[src/rtl/tank_bullet_if.sv]
// Signal bundle between a tank controller, the bullet engine and the video/collision logic.
interface tank_bullet_if;
  logic       frame_clk;
  logic [9:0] DrawX;
  logic [9:0] DrawY;
  logic [9:0] tank_X;
  logic [9:0] tank_Y;
  logic [2:0] tank_dir;
  logic       fire;
  logic       hit;
  logic       fire_ack;
  logic       bullet_active;
  logic [9:0] bullet_X;
  logic [9:0] bullet_Y;
  logic [2:0] bullet_dir;
  logic       is_bullet;

  modport master (
    output frame_clk, DrawX, DrawY, tank_X, tank_Y, tank_dir, fire, hit,
    input  fire_ack, bullet_active, bullet_X, bullet_Y, bullet_dir, is_bullet
  );

  modport slave (
    input  frame_clk, DrawX, DrawY, tank_X, tank_Y, tank_dir, fire, hit,
    output fire_ack, bullet_active, bullet_X, bullet_Y, bullet_dir, is_bullet
  );
endinterface

[src/rtl/tank_bullet.sv]
// Single-bullet projectile engine: launch from the tank edge, advance once per frame tick.
// Optional post-retire lockout is built when TANK_BULLET_COOLDOWN_EN is defined.
module tank_bullet #(
  parameter int unsigned Size  = 4,
  parameter int unsigned Speed = 4,
  parameter int unsigned X_Max = 639,
  parameter int unsigned Y_Max = 479
`ifdef TANK_BULLET_COOLDOWN_EN
  , parameter int unsigned Cooldown_Frames = 30
`endif
) (
  input logic          Clk,
  input logic          Reset,
  tank_bullet_if.slave bus
);

  typedef logic signed [10:0] pos_t;

  localparam pos_t SizeS  = pos_t'(Size);
  localparam pos_t SpeedS = pos_t'(Speed);

`ifdef TANK_BULLET_COOLDOWN_EN
  localparam int unsigned CntW = $clog2(Cooldown_Frames + 1);
  typedef enum logic [1:0] {StIdle, StFlying, StCooldown} state_e;
  logic [CntW-1:0] cnt_q;
`else
  typedef enum logic [0:0] {StIdle, StFlying} state_e;
`endif

  state_e     state_q;
  logic       frame_q, tick_q;
  logic [9:0] x_q, y_q;
  logic [2:0] dir_q;
  logic       active_q, ack_q;

  pos_t tx, ty, bx, by, spawn_x, spawn_y, next_x, next_y;
  logic dir_ok, spawn_ok, next_ok, retire;

  // Whole Size x Size span must sit inside the screen; widened so +Size-1 cannot wrap.
  function automatic logic fits(pos_t x, pos_t y);
    logic signed [11:0] xe, ye;
    xe = {x[10], x};
    ye = {y[10], y};
    return !xe[11] && !ye[11] &&
           (xe + $signed(12'(Size - 1)) <= $signed(12'(X_Max))) &&
           (ye + $signed(12'(Size - 1)) <= $signed(12'(Y_Max)));
  endfunction

  always_comb begin
    tx      = $signed({1'b0, bus.tank_X});
    ty      = $signed({1'b0, bus.tank_Y});
    bx      = $signed({1'b0, x_q});
    by      = $signed({1'b0, y_q});
    spawn_x = tx;
    spawn_y = ty;
    dir_ok  = 1'b1;
    case (bus.tank_dir)
      3'd1:    begin spawn_x = tx + 11'sd14; spawn_y = ty - SizeS;   end
      3'd2:    begin spawn_x = tx + 11'sd33; spawn_y = ty + 11'sd14; end
      3'd3:    begin spawn_x = tx - SizeS;   spawn_y = ty + 11'sd14; end
      3'd4:    begin spawn_x = tx + 11'sd14; spawn_y = ty + 11'sd33; end
      default: dir_ok = 1'b0;
    endcase
    next_x = bx;
    next_y = by;
    case (dir_q)
      3'd1:    next_y = by - SpeedS;
      3'd2:    next_x = bx + SpeedS;
      3'd3:    next_x = bx - SpeedS;
      3'd4:    next_y = by + SpeedS;
      default: ;
    endcase
    spawn_ok = fits(spawn_x, spawn_y);
    next_ok  = fits(next_x, next_y);
    // hit takes priority over a same-cycle move
    retire   = bus.hit || (tick_q && !next_ok);
  end

  always_ff @(posedge Clk or posedge Reset) begin
    if (Reset) begin
      frame_q  <= 1'b0;
      tick_q   <= 1'b0;
      state_q  <= StIdle;
      x_q      <= '0;
      y_q      <= '0;
      dir_q    <= 3'd1;
      active_q <= 1'b0;
      ack_q    <= 1'b0;
`ifdef TANK_BULLET_COOLDOWN_EN
      cnt_q    <= '0;
`endif
    end else begin
      frame_q <= bus.frame_clk;
      tick_q  <= bus.frame_clk & ~frame_q;
      ack_q   <= 1'b0;
      case (state_q)
        StIdle: begin
          if (tick_q && bus.fire && dir_ok && spawn_ok) begin
            x_q      <= spawn_x[9:0];
            y_q      <= spawn_y[9:0];
            dir_q    <= bus.tank_dir;
            active_q <= 1'b1;
            ack_q    <= 1'b1;
            state_q  <= StFlying;
          end
        end
        StFlying: begin
          if (retire) begin
            active_q <= 1'b0;
`ifdef TANK_BULLET_COOLDOWN_EN
            cnt_q    <= CntW'(Cooldown_Frames);
            state_q  <= StCooldown;
`else
            state_q  <= StIdle;
`endif
          end else if (tick_q) begin
            x_q <= next_x[9:0];
            y_q <= next_y[9:0];
          end
        end
`ifdef TANK_BULLET_COOLDOWN_EN
        StCooldown: begin
          if (tick_q) begin
            cnt_q <= cnt_q - CntW'(1);
            if (cnt_q == CntW'(1)) state_q <= StIdle;
          end
        end
`endif
        default: state_q <= StIdle;
      endcase
    end
  end

  assign bus.fire_ack      = ack_q;
  assign bus.bullet_active = active_q;
  assign bus.bullet_X      = x_q;
  assign bus.bullet_Y      = y_q;
  assign bus.bullet_dir    = dir_q;

  always_comb begin
    bus.is_bullet = active_q &&
                    ({1'b0, bus.DrawX} >= {1'b0, x_q}) &&
                    ({1'b0, bus.DrawX} <= {1'b0, x_q} + 11'(Size - 1)) &&
                    ({1'b0, bus.DrawY} >= {1'b0, y_q}) &&
                    ({1'b0, bus.DrawY} <= {1'b0, y_q} + 11'(Size - 1));
  end

endmodule

[src/flat_wrapper.sv]
// flat-port wrapper written by rule: the top's interface ports become plain ports
module tank_bullet_flat 
#(
  parameter int unsigned Size  = 4,
  parameter int unsigned Speed = 4,
  parameter int unsigned X_Max = 639,
  parameter int unsigned Y_Max = 479

)
  (Clk, Reset, bus_frame_clk, bus_DrawX, bus_DrawY, bus_tank_X, bus_tank_Y, bus_tank_dir, bus_fire, bus_hit, bus_fire_ack, bus_bullet_active, bus_bullet_X, bus_bullet_Y, bus_bullet_dir, bus_is_bullet);
  tank_bullet_if bus_i ();
  input logic Clk;
  input logic Reset;
  input wire logic [$bits(bus_i.frame_clk)-1:0] bus_frame_clk;
  input wire logic [$bits(bus_i.DrawX)-1:0] bus_DrawX;
  input wire logic [$bits(bus_i.DrawY)-1:0] bus_DrawY;
  input wire logic [$bits(bus_i.tank_X)-1:0] bus_tank_X;
  input wire logic [$bits(bus_i.tank_Y)-1:0] bus_tank_Y;
  input wire logic [$bits(bus_i.tank_dir)-1:0] bus_tank_dir;
  input wire logic [$bits(bus_i.fire)-1:0] bus_fire;
  input wire logic [$bits(bus_i.hit)-1:0] bus_hit;
  output wire logic [$bits(bus_i.fire_ack)-1:0] bus_fire_ack;
  output wire logic [$bits(bus_i.bullet_active)-1:0] bus_bullet_active;
  output wire logic [$bits(bus_i.bullet_X)-1:0] bus_bullet_X;
  output wire logic [$bits(bus_i.bullet_Y)-1:0] bus_bullet_Y;
  output wire logic [$bits(bus_i.bullet_dir)-1:0] bus_bullet_dir;
  output wire logic [$bits(bus_i.is_bullet)-1:0] bus_is_bullet;
  assign bus_i.frame_clk = bus_frame_clk;
  assign bus_i.DrawX = bus_DrawX;
  assign bus_i.DrawY = bus_DrawY;
  assign bus_i.tank_X = bus_tank_X;
  assign bus_i.tank_Y = bus_tank_Y;
  assign bus_i.tank_dir = bus_tank_dir;
  assign bus_i.fire = bus_fire;
  assign bus_i.hit = bus_hit;
  assign bus_fire_ack = bus_i.fire_ack;
  assign bus_bullet_active = bus_i.bullet_active;
  assign bus_bullet_X = bus_i.bullet_X;
  assign bus_bullet_Y = bus_i.bullet_Y;
  assign bus_bullet_dir = bus_i.bullet_dir;
  assign bus_is_bullet = bus_i.is_bullet;
  tank_bullet #(.Size(Size), .Speed(Speed), .X_Max(X_Max), .Y_Max(Y_Max)) u_core (.Clk(Clk), .Reset(Reset), .bus(bus_i));
endmodule
[config.mk]
export PLATFORM = sky130hd
export DESIGN_NAME = tank_bullet_flat
export DESIGN_NICKNAME = d
export VERILOG_FILES = /design/src/rtl/tank_bullet_if.sv /design/src/rtl/tank_bullet.sv /design/src/flat_wrapper.sv
export SDC_FILE = /design/constraint.sdc
export NUM_CORES = 1
export LEC_CHECK = 0
export CORE_ASPECT_RATIO = 1.5
export CORE_UTILIZATION = 50
export DETAILED_ROUTE_END_ITERATION = 8
export PLACE_DENSITY = 0.74
export SETUP_SLACK_MARGIN = 0.15
export SYNTH_ARGS = -nofsm -noshare
export SYNTH_HDL_FRONTEND = slang
export SYNTH_SLANG_ARGS = --single-unit
[constraint.sdc]
create_clock -name Clk -period 4.3 [get_ports Clk]
set_input_delay 0.43 -clock Clk [delete_from_list [all_inputs] [get_ports Clk]]
set_output_delay 0.43 -clock Clk [all_outputs]
set_load 0.05 [all_outputs]
== After elaboration in Yosys (flattened, before gate mapping) ==
Index checks and enable logic that the tools add are counted.

* Register bits: 28
* Latch bits: 0
* RAM bits: 0
* ROM bits: 0
* Input bits: 48
* Output and inout port bits: 26
* Word-level logic and storage cells: 93
* Memories: 0

* $add $sub $neg: 16
* $mul: 0
* Divide/modulo/power cells: 0
* $lt $le $gt $ge: 8
* Equality and inequality tests: 12
* Shift-type cells: 0
* Muxes and demuxes: 20
* Bitwise operators: 3
* Reductions and logical operators: 26

{| class="wikitable"
|+ Operator list
! kind !! count
|-
| 11-bit case mux with 3 select lines || 2
|-
| 10-bit two-way mux || 6
|-
| 11-bit by 3-bit adder with 12-bit output (second input constant) || 4
|-
| 11-bit case mux with 2 select lines || 2
|-
| 10-bit by 3-bit subtractor with 11-bit output (second input constant) || 4
|-
| 10-bit case mux with 2 select lines || 2
|-
| 12-bit by 10-bit <= comparator with 1-bit output (second input constant) || 2
|-
| 12-bit by 11-bit <= comparator with 1-bit output (second input constant) || 2
|-
| 10-bit by 2-bit adder with 11-bit output (second input constant) || 2
|-
| 10-bit by 3-bit adder with 11-bit output (second input constant) || 2
|-
| 10-bit by 4-bit adder with 11-bit output (second input constant) || 2
|-
| 10-bit by 6-bit adder with 11-bit output (second input constant) || 2
|-
| 10-bit by 11-bit <= comparator with 1-bit output || 2
|-
| 10-bit >= comparator || 2
|-
| 1-bit logical AND || 14
|-
| 3-bit by 2-bit equality test with 1-bit output (second input constant) || 4
|-
| 3-bit by 1-bit equality test with 1-bit output (second input constant) || 2
|-
| 3-bit equality test (second input constant) || 2
|-
| 1-bit two-way mux || 6
|-
| 2-bit != test (second input constant) || 3
|-
| 1-bit logical NOT || 5
|-
| 1-bit case mux with 2 select lines || 2
|-
| 2-bit AND reduction || 2
|-
| 2-bit OR reduction || 2
|-
| other kinds (6) || 7
|}

== Logic depth before layout (Yosys ltp) ==
Gate-level depths: netlist (run 1).

* Depth in word-level cells: 11
* Mapped depth: 16
* Mapped depth without buffers: 14

== Worst setup path after synthesis (run 1) ==
Ideal clock, no wire load.

* Path kind: reg2out
* Start: reg u_core.y_q[2] (netlist: u_core.bus.bullet_Y[2])
* End: out bus_is_bullet
* Arrival time: 3.992 ns
* Data required time: 3.870 ns
* Path slack: -0.122 ns
* Cell stages (with the launch flop): 12
* Path buffers: 0
* Path through: dfrtp_1 -> inv_1 -> nor3_1 -> nand2_1 -> or4_1 -> xnor2_1 -> ha_1 -> nand2_1 -> o32ai_1 -> o21ai_0 -> o2bb2ai_1 -> a221oi_1

* Longest elaborated chain between the ends: 3
* Elaborated cells on any way between the ends: 5
* Those cells by class: 1 x add/sub; 2 x order compare; 2 x reduce/logical

{| class="wikitable"
|+ RTL lines
! element !! line !! RTL
|-
| start, declared || tank_bullet.sv:32 || <nowiki>logic [9:0] x_q, y_q;</nowiki>
|-
| start signal, assigned || tank_bullet.sv:100 || <nowiki>y_q <= spawn_y[9:0];</nowiki>
|-
| start signal, assigned || tank_bullet.sv:118 || <nowiki>y_q <= next_y[9:0];</nowiki>
|-
| 10-bit by 2-bit adder with 11-bit output / 10-bit >= comparator (equally long branches) || tank_bullet.sv:145, tank_bullet.sv:144 ||
|-
| 10-bit by 11-bit <= comparator with 1-bit output / 1-bit logical AND (equally long branches) || tank_bullet.sv:145, tank_bullet.sv:143 ||
|-
| 1-bit logical AND (*) || tank_bullet.sv:144 || <nowiki>({1'b0, bus.DrawY} >= {1'b0, y_q}) &&</nowiki>
|-
| end, declared || flat_wrapper.sv:27 || <nowiki>output wire logic [$bits(bus_i.is_bullet)-1:0] bus_is_bullet;</nowiki>
|}

Every way passes the cells marked *; elsewhere a longest branch is shown, timed or not.

== Worst setup path after layout (run 1) ==
Same ends and word-level chain as after synthesis.

==> reports/summary.md, run 1 <==
The flow ran to the end, and the final reports show no timing, DRC or antenna violations. The endpoint arrival time on the critical path was 3520 ps; the number of max-capacitance violations reported was 0. After clock tree synthesis, the clock-pin slew on the worst setup and hold paths is 70 ps. The tree is rooted in a clkbuf_16.

Via density per instance: 6.557. Summing internal, switching and leakage power gives 3392 uW. In this run the worst hold path is classified as reg -> reg. Clock tree synthesis inserted a total of 3 buffers.

The height of the die is 126.6 um, and the number of I/O port buffers is 73. Share of synthesized flip-flops with an asynchronous set or reset: 1.000. The tools report the number of nets in the layout as 861.

The run gives 0.5135 as the initial core utilization. The initial antenna violation count was 0. The logs give 793 for the synthesized netlist net count and 3.749 ps for the maximum clock skew at final layout. The overall global routing resource usage was 0.2954.

In this run the post-CTS setup repair buffer count came out at 0. The fraction of final layout cells sized beyond drive strength 1 works out to 0.07962. The routed layout has 5,626 vias. Counting the fill cells in the layout gives 909. Setup repair after global routing left no endpoint under its margin.

The clock latency on the worst-skew pair came out at 270 ps. In this run, distinct cell masters in the synthesized netlist total 88. The CTS sink count was 28; the average wire per standard cell was 18.36 um.

Largest net degree at the start of global routing: 39. The worst setup path is launched from a flip-flop. The total congestion overflow after global routing came out at 0.

The worst max-slew margin expressed relative to the limit is 0.2831, and the share of the clock period used by the worst path is 0.9192. The logs give 1 for the number of levels the H-tree was split into and 400.9 ps for the post-route worst hold slack. The logs give 0 for the final max-slew violation count and 25,850 um for the first-pass GRT wire length. The static power due to leakage is 0.002535 uW, and the weighted congestion reported at the end of routability-driven placement is 0.9340.

For the total routed wirelength, the log shows 15,760 um. The post-synthesis average cell area was 7.678 um2; the number of antenna diodes was 0. In this run the remaining antenna-violating nets after routing total 0.

The synthesis warning total came out at 0. The die is 85.07 um wide. The power per cell area came out at 551.0 mW/mm2. Before antenna repair, the detailed router went through 5 iterations. The classification of the worst setup path is reg -> out.

For the number of placement rows, the log shows 45. The die covers 0.01077 mm2. Synthesized instance count: 674. The worst setup path is captured at an output port. For this run, the leading register cell type out of synthesis is dfrtp_1. The total count of hold-check failures in the final report was 0; the maximum achievable frequency was 0.2530 GHz. The worst IR drop on VDD is 213.6 uV, and the time the worst path needs with I/O delays and setup is 3953 ps. The number of hold buffers added after CTS came out at 0. The tools report the number of setup violations in the final report as 0. After routing, the total negative slack on setup checks comes to 0 ps. The share of the yosys chip area belonging to registers was 0.1356; the number of buffers between clock root and the deepest sink was 2. TritonCTS built the clock tree.

In this run, the number of DRC markers left after iteration 0 of detailed routing was 333. In this run the count of I/O pins placed on the die edge is 74. The number of flip-flops and latches in the synthesized netlist came out at 28. Summing every instance area after synthesis gives 0.005175 mm2. The highest net fanout along the worst path was 7. In the final layout, the multi-input gates occupy 0.004145 mm2. At the pin with the least slew margin, the transition time is 1074 ps.

The run gives 0 as the final routed DRC violation total. The area added between synthesis and finish was 18.98%; the register area was 701.9 um2. The number of synthesized flops with an enable pin was 0. The region available for standard cell placement spans 0.01008 mm2. The HPWL after detailed placement came out at 12,770 um.

The number of global-route vias before repair is 5,573, and the data required time of the critical path is 3870 ps.
==> flip-flops by register name, indices dropped and copies added (netlist names) <==
name                      count
u_core.bus.bullet_active      1
u_core.frame_q                1
u_core.tick_q                 1
u_core.bus.bullet_X          10
u_core.bus.bullet_dir         3
u_core.bus.bullet_Y          10
u_core.bus.fire_ack           1
u_core.state_q                1
==> through the flow <==
stage	cells	utilization	setup WS (ps)	area, um2
after detailed placement	854	0.6010	270.8	6057
after floorplan	674	-	162.7	5181
after global routing	858	0.6109	175.7	6157
after global placement	854	0.6010	351.9	6057
after CTS	858	0.6098	269.6	6146
final	858	0.6109	347.2	6157
==> Yosys cell counts (all sizes together) (4+ instances only) <==
cell type,number,share of area
ha,69,0.17
nor2,54,0.042
nand2,47,0.034
inv,46,0.033
o21ai,43,0.042
a21oi,31,0.032
dfrtp,27,0.13
nor3,27,0.027
xnor2,24,0.041
nand3,20,0.019
buf,16,0.022
clkbuf,15,0.011
nand2b,15,0.018
o21a,14,0.020
nand4,13,0.016
nor2b,13,0.016
xor2,13,0.022
a31oi,11,0.013
a211oi,8,0.014
nor3b,8,0.014
o211ai,8,0.012
or3,8,0.0097
o22ai,7,0.0085
o2111ai,6,0.010
a21o,5,0.0075
a22o,5,0.0085
a31o,5,0.0085
o31ai,5,0.0073
o32ai,5,0.0085
a211o,4,0.0068
a21boi,4,0.0058
and2,4,0.0048
and3,4,0.0048
mux2,4,0.0087
mux2i,4,0.0077
nand3b,4,0.0058
o22a,4,0.0068
o41ai,4,0.0068
or4,4,0.0058
==> final cells by class <==
class	count	share of cell area
Inverter	47	0.02865
Clock buffer	4	0.01443
Sequential cell	28	0.1140
Timing Repair Buffer	94	0.1459
Tap cell	117	0.02378
Multi-Input combinational cell	568	0.6732
==> layout by cell type (no fill, tap or decap), types with 6 or more instances in the layout <==
cell type | Yosys | final
clkdlybuf4s50_1 | 0 | 72
ha_1 | 69 | 69
nor2_1 | 51 | 51
nand2_1 | 47 | 47
inv_1 | 46 | 46
o21ai_0 | 43 | 43
a21oi_1 | 30 | 30
dfrtp_1 | 27 | 27
nor3_1 | 26 | 25
xnor2_1 | 24 | 24
buf_4 | 3 | 21
nand3_1 | 20 | 20
nand2b_1 | 15 | 15
o21a_1 | 14 | 14
nor2b_1 | 13 | 13
xor2_1 | 13 | 13
nand4_1 | 13 | 13
a31oi_1 | 11 | 11
o211ai_1 | 8 | 8
or3_1 | 8 | 8
o22ai_1 | 7 | 7
nor3b_1 | 6 | 6
o2111ai_1 | 6 | 6
==> routing by layer <==
layer / vias up / GRT usage / routed length [um]
li1: 2673 / - / -
met1: 2644 / 0.3300 / 6009
met2: 250 / 0.5489 / 8208
met3: 59 / 0.01887 / 829
met4: 0 / 0.1625 / 709
met5: - / 0 / 0
==> worst paths after layout <==
check                                                      from                                 end  slack [ps]  cells past startpoint
setup reg to reg           u_core.bus.bullet_dir[1]$_DFFE_PP0P_  u_core.bus.bullet_Y[7]$_DFFE_PP0P_         390                     15
hold reg to reg                        u_core.frame_q$_DFF_PP0_             u_core.tick_q$_DFF_PP0_         400                      1
max in group asynchronous                                 Reset  u_core.bus.bullet_X[1]$_DFFE_PP0P_        2920                      2
hold / removal                         u_core.frame_q$_DFF_PP0_             u_core.tick_q$_DFF_PP0_         400                      1
setup / recovery             u_core.bus.bullet_Y[2]$_DFFE_PP0P_                       bus_is_bullet         350                     12
min in group asynchronous                                 Reset             u_core.tick_q$_DFF_PP0_         720                      2
==> where the power goes <==
part	total, uW	internal (uW)	switching, uW
Combinational	2610	1040	1570
Sequential	550	364	186
Clock	233	143	90.1
Total	3390	1540	1850
==> kinds of logic (layout without fill, tap and decap cells) <==
group                      Yosys count  count (layout)  synth area share
muxes                                9               9           0.02079
and+or+nand+nor                    242             242            0.2515
buffers and inverters               78             145           0.06673
AOI/OAI and AO/OA                  208             208            0.2863
xor gates and xnor gates            37              37           0.06262
DFF                                 28              28            0.1356
adders and majority gates           72              72            0.1765
==> critical path: stages (launching register included) <==
cell and delay [ps]:
dfrtp_1 530, inv_1 250, nor3_2 340, nand4_1 180
or3_1 370, xnor2_1 140, ha_1 320, nand4_1 150
o32ai_1 280, o21ai_0 140, o2bb2ai_1 150, a221oi_2 180
buf_4 240
==> timing repair <==
| item | in CTS | in global routing |
|---|---|---|
| hold endpoints to repair | 0 | 0 |
| endpoints found under the setup margin | 0 | 14 |
| resized for setup | 0 | 3 |
Note: power is estimated with default switching activity, not from simulation.
==> run 2: changes to the inputs <==
--- a/config.mk
+++ b/config.mk
@@ -5,6 +5,7 @@
 export SDC_FILE = /design/constraint.sdc
 export NUM_CORES = 1
 export LEC_CHECK = 0
+export CAP_MARGIN = 15
 export CORE_ASPECT_RATIO = 1.5
 export CORE_UTILIZATION = 50
 export DETAILED_ROUTE_END_ITERATION = 8
==> run 2 against run 1 <==
Net effect: count of clock-buffer cells in the layout unchanged; largest cell class unchanged; via count barely moved; highest routed layer unchanged; largest power group unchanged; register-to-register slack hardly changed; sequential power about the same; core utilization grew 0.27 points; global-route usage unchanged; sequential share of layout area decreased by 0.051 points; worst hold slack got worse by 15 ps; die area stayed put.
==> reports/summary.md, run 2 (synthesized netlist as in run 1, its figures left out) <==
The number of antenna diodes is 0 (unchanged). The logs give 25,850 um (unchanged) for the first-pass GRT wire length and 74 (unchanged) for the boundary pin count. For the endpoint arrival time on the critical path, the log shows 4050 ps (+530 ps). The worst IR drop on VDD is 199.4 uV (-6.6%), and the initial antenna violation count is 0 (unchanged). The maximum achievable frequency was 0.2554 GHz (+0.96%).

The worst register-to-register path ends at u_core.bus.bullet_Y[7]$_DFFE_PP0P_. For the number of buffers between clock root and the deepest sink, the log shows 2 (unchanged). The number of levels the H-tree was split into was 1 (unchanged). The worst max-slew margin expressed relative to the limit came out at 0.4095 (+0.1264).

The number of max-capacitance violations reported is 0 (unchanged), and the worst setup margin is 384.8 ps (+37.56 ps). The run gives 5 (unchanged) as the iteration count of the initial detailed-routing pass. The logs give 0 (unchanged) for the remaining antenna violation count and 0 (unchanged) for the total setup buffers inserted after CTS. For the final routed DRC violation total, the log shows 0 (unchanged).

The power per cell area was 547.9 mW/mm2 (-0.55%); the standard cell core area was 0.01008 mm2 (unchanged). The fraction of final layout cells sized beyond drive strength 1 came out at 0.08086 (+0.001240). Number of placement rows: 45 (unchanged).

Filler cell count in the final layout: 905 (-0.44%). The tools report the initial core utilization as 0.5135 (unchanged). For the count of cells resized by post-cts repair, the log shows 0 (unchanged).

The post-route worst hold slack was 385.8 ps (-15.09 ps). The logs give 0.068 (about the same) for the share of total power in the clock network and 0 (unchanged) for the final max-slew violation count. The logs give 3 (unchanged) for the number of clock buffers inserted by TritonCTS and 380 ps (about the same) for the worst-case register-to-register setup slack. The tools report the combinational group share of total power as 0.770 (about the same). For the CTS sink count, the log shows 28 (unchanged). Clock transition at the register clock pins on the worst setup and hold paths after CTS: 70 ps (about the same).

Maximum clock skew at final layout: 3.346 ps (-0.4031 ps). For the cell total after placement, the log shows 854 (unchanged). The time the worst path needs with I/O delays and setup was 3915 ps (-37.56 ps). The flow ran to the end, and the final reports show no timing, DRC or antenna violations. The net switching fraction of the power was 0.5439 (-0.001130); the depth of the most critical reg-to-reg path was 15 (unchanged).

The run gives 0.002547 uW (+0.50%) as the static power due to leakage. The run gives 0.9340 (unchanged) as the weighted congestion reported at the end of routability-driven placement. The number of I/O port buffers came out at 73 (unchanged).

The total routed wirelength came out at 15,720 um (-0.27%). The total congestion overflow after global routing was 0 (unchanged); the data required time of the critical path was 4440 ps (+570 ps). The worst slack at placement is 270.8 ps (unchanged), and the highest net fanout along the worst path is 7 (unchanged).

The tools report the proportion of power drawn by flip-flops and latches as 0.162 (about the same). The number of nets in the layout was 862 (+0.12%). The root buffer cell chosen for the clock tree is clkbuf_16. The net switching power figure is 1843 uW (-0.31%). The share of the clock period used by the worst path came out at 0.9105 (-0.008736). For the post-layout total power, the log shows 3389 uW (-0.10%). The total count of hold-check failures in the final report is 0 (unchanged). The path class of the tightest hold or removal check is in -> async.

Number of hold buffers added after CTS: 0 (unchanged). The logs give 0 (unchanged) for the number of setup violations in the final report and 859 (+0.12%) for the final non-filler cell total. The run gives 39 (unchanged) as the largest net degree at the start of global routing.

The tools report the number of global-route vias before repair as 5,573 (unchanged). TritonCTS built the clock tree. The sum of negative setup slack is 0 ps (unchanged). In the layout the commonest cells are 72 x clkdlybuf4s50_1, 69 x ha_1, 51 x nor2_1. Iteration-0 DRC count of the detailed router: 365 (+9.6%). The most common library cell in the layout ignoring fill and taps was clkdlybuf4s50_1.

The type of element capturing the critical path is a flip-flop. STA classifies the critical path startpoint as a flip-flop. The die width is 85.07 um (unchanged). The clock latency on the worst-skew pair is 270 ps (about the same). By startpoint and endpoint, the worst setup path is classified as reg -> reg.

The tools report the HPWL after detailed placement as 12,770 um (unchanged). The die area was 0.01077 mm2 (unchanged); the average wire per standard cell was 18.29 um (-0.38%). The tools report the overall global routing resource usage as 0.2954 (unchanged). The origin of the critical flop-to-flop path is u_core.bus.bullet_dir[1]$_DFFE_PP0P_. Setup repair after global routing left no endpoint under its margin. From synthesis to final layout, the design area changed by 19.51%. The run gives 5,628 (+0.036%) as the total vias in the final route.

The worst-margin pin slew is 885.7 ps (-188.4 ps). The run gives 1546 uW (+0.15%) as the internal power of the cells. The via density per instance is 6.552 (about the same), and the height of the die is 126.6 um (unchanged).
-- run 2: routing by layer --
layer | vias to the layer above | GRT usage | wire (um)
li1 | 2669 | - | -
met1 | 2646 | 0.3300 | 5996
met2 | 251 | 0.5489 | 8185
met3 | 62 | 0.01887 | 773
met4 | 0 | 0.1625 | 759
met5 | - | 0 | 0
-- run 2: per-stage QoR --
stage	util	instance area, um2
after floorplan	-	5181
after global placement	0.6010	6057
after detailed placement	0.6010	6057
after CTS	0.6098	6146
after global routing	0.6137	6185
final	0.6137	6185
-- run 2: worst max-delay path by stage --
stage / start / end / slack (ps) / cells past startpoint
global route: u_core.bus.bullet_Y[2]$_DFFE_PP0P_ / bus_is_bullet / 180 / 12
floorplan: u_core.bus.bullet_dir[1]$_DFFE_PP0P_ / u_core.bus.bullet_X[4]$_DFFE_PP0P_ / 160 / 14
detailed placement: bus_tank_dir[0] / u_core.bus.bullet_Y[7]$_DFFE_PP0P_ / 270 / 12
finish: u_core.bus.bullet_dir[1]$_DFFE_PP0P_ / u_core.bus.bullet_Y[7]$_DFFE_PP0P_ / 380 / 15
global placement: bus_tank_dir[0] / u_core.bus.bullet_Y[4]$_DFFE_PP0P_ / 350 / 12
CTS: u_core.bus.bullet_Y[2]$_DFFE_PP0P_ / bus_is_bullet / 270 / 12
-- run 2: area by class of cell --
| class | count | area, um2 | share of cell area |
|---|---|---|---|
| repair buffers | 95 | 925.9 | 0.1497 |
| multi-input cells | 568 | 4145 | 0.6702 |
| inverters | 47 | 176.4 | 0.02853 |
| well taps | 117 | 146.4 | 0.02367 |
| flip-flops and latches | 28 | 701.9 | 0.1135 |
| clock buffers | 4 | 88.84 | 0.01436 |
-- run 2: power groups by stage --
stage / clock, uW / combinational, uW / sequential, uW
after floorplan: 0 / 1520 / 833
after global placement: 0 / 2490 / 543
after detailed placement: 0 / 2570 / 546
after CTS: 235 / 2580 / 543
after global routing: 248 / 2850 / 563
final: 231 / 2610 / 548
-- run 2: critical path: stages (launching register included) --
cell and delay (ps):
dfrtp_1 370, buf_4 160, nor2_1 100, nand2_1 70
buf_4 170, ha_1 270, a211oi_1 310, o21bai_1 190
a21oi_1 220, xnor2_1 200, a41oi_1 200, o41ai_1 390
o31a_1 400, a211oi_2 150, a211oi_1 430, o21ai_0 140
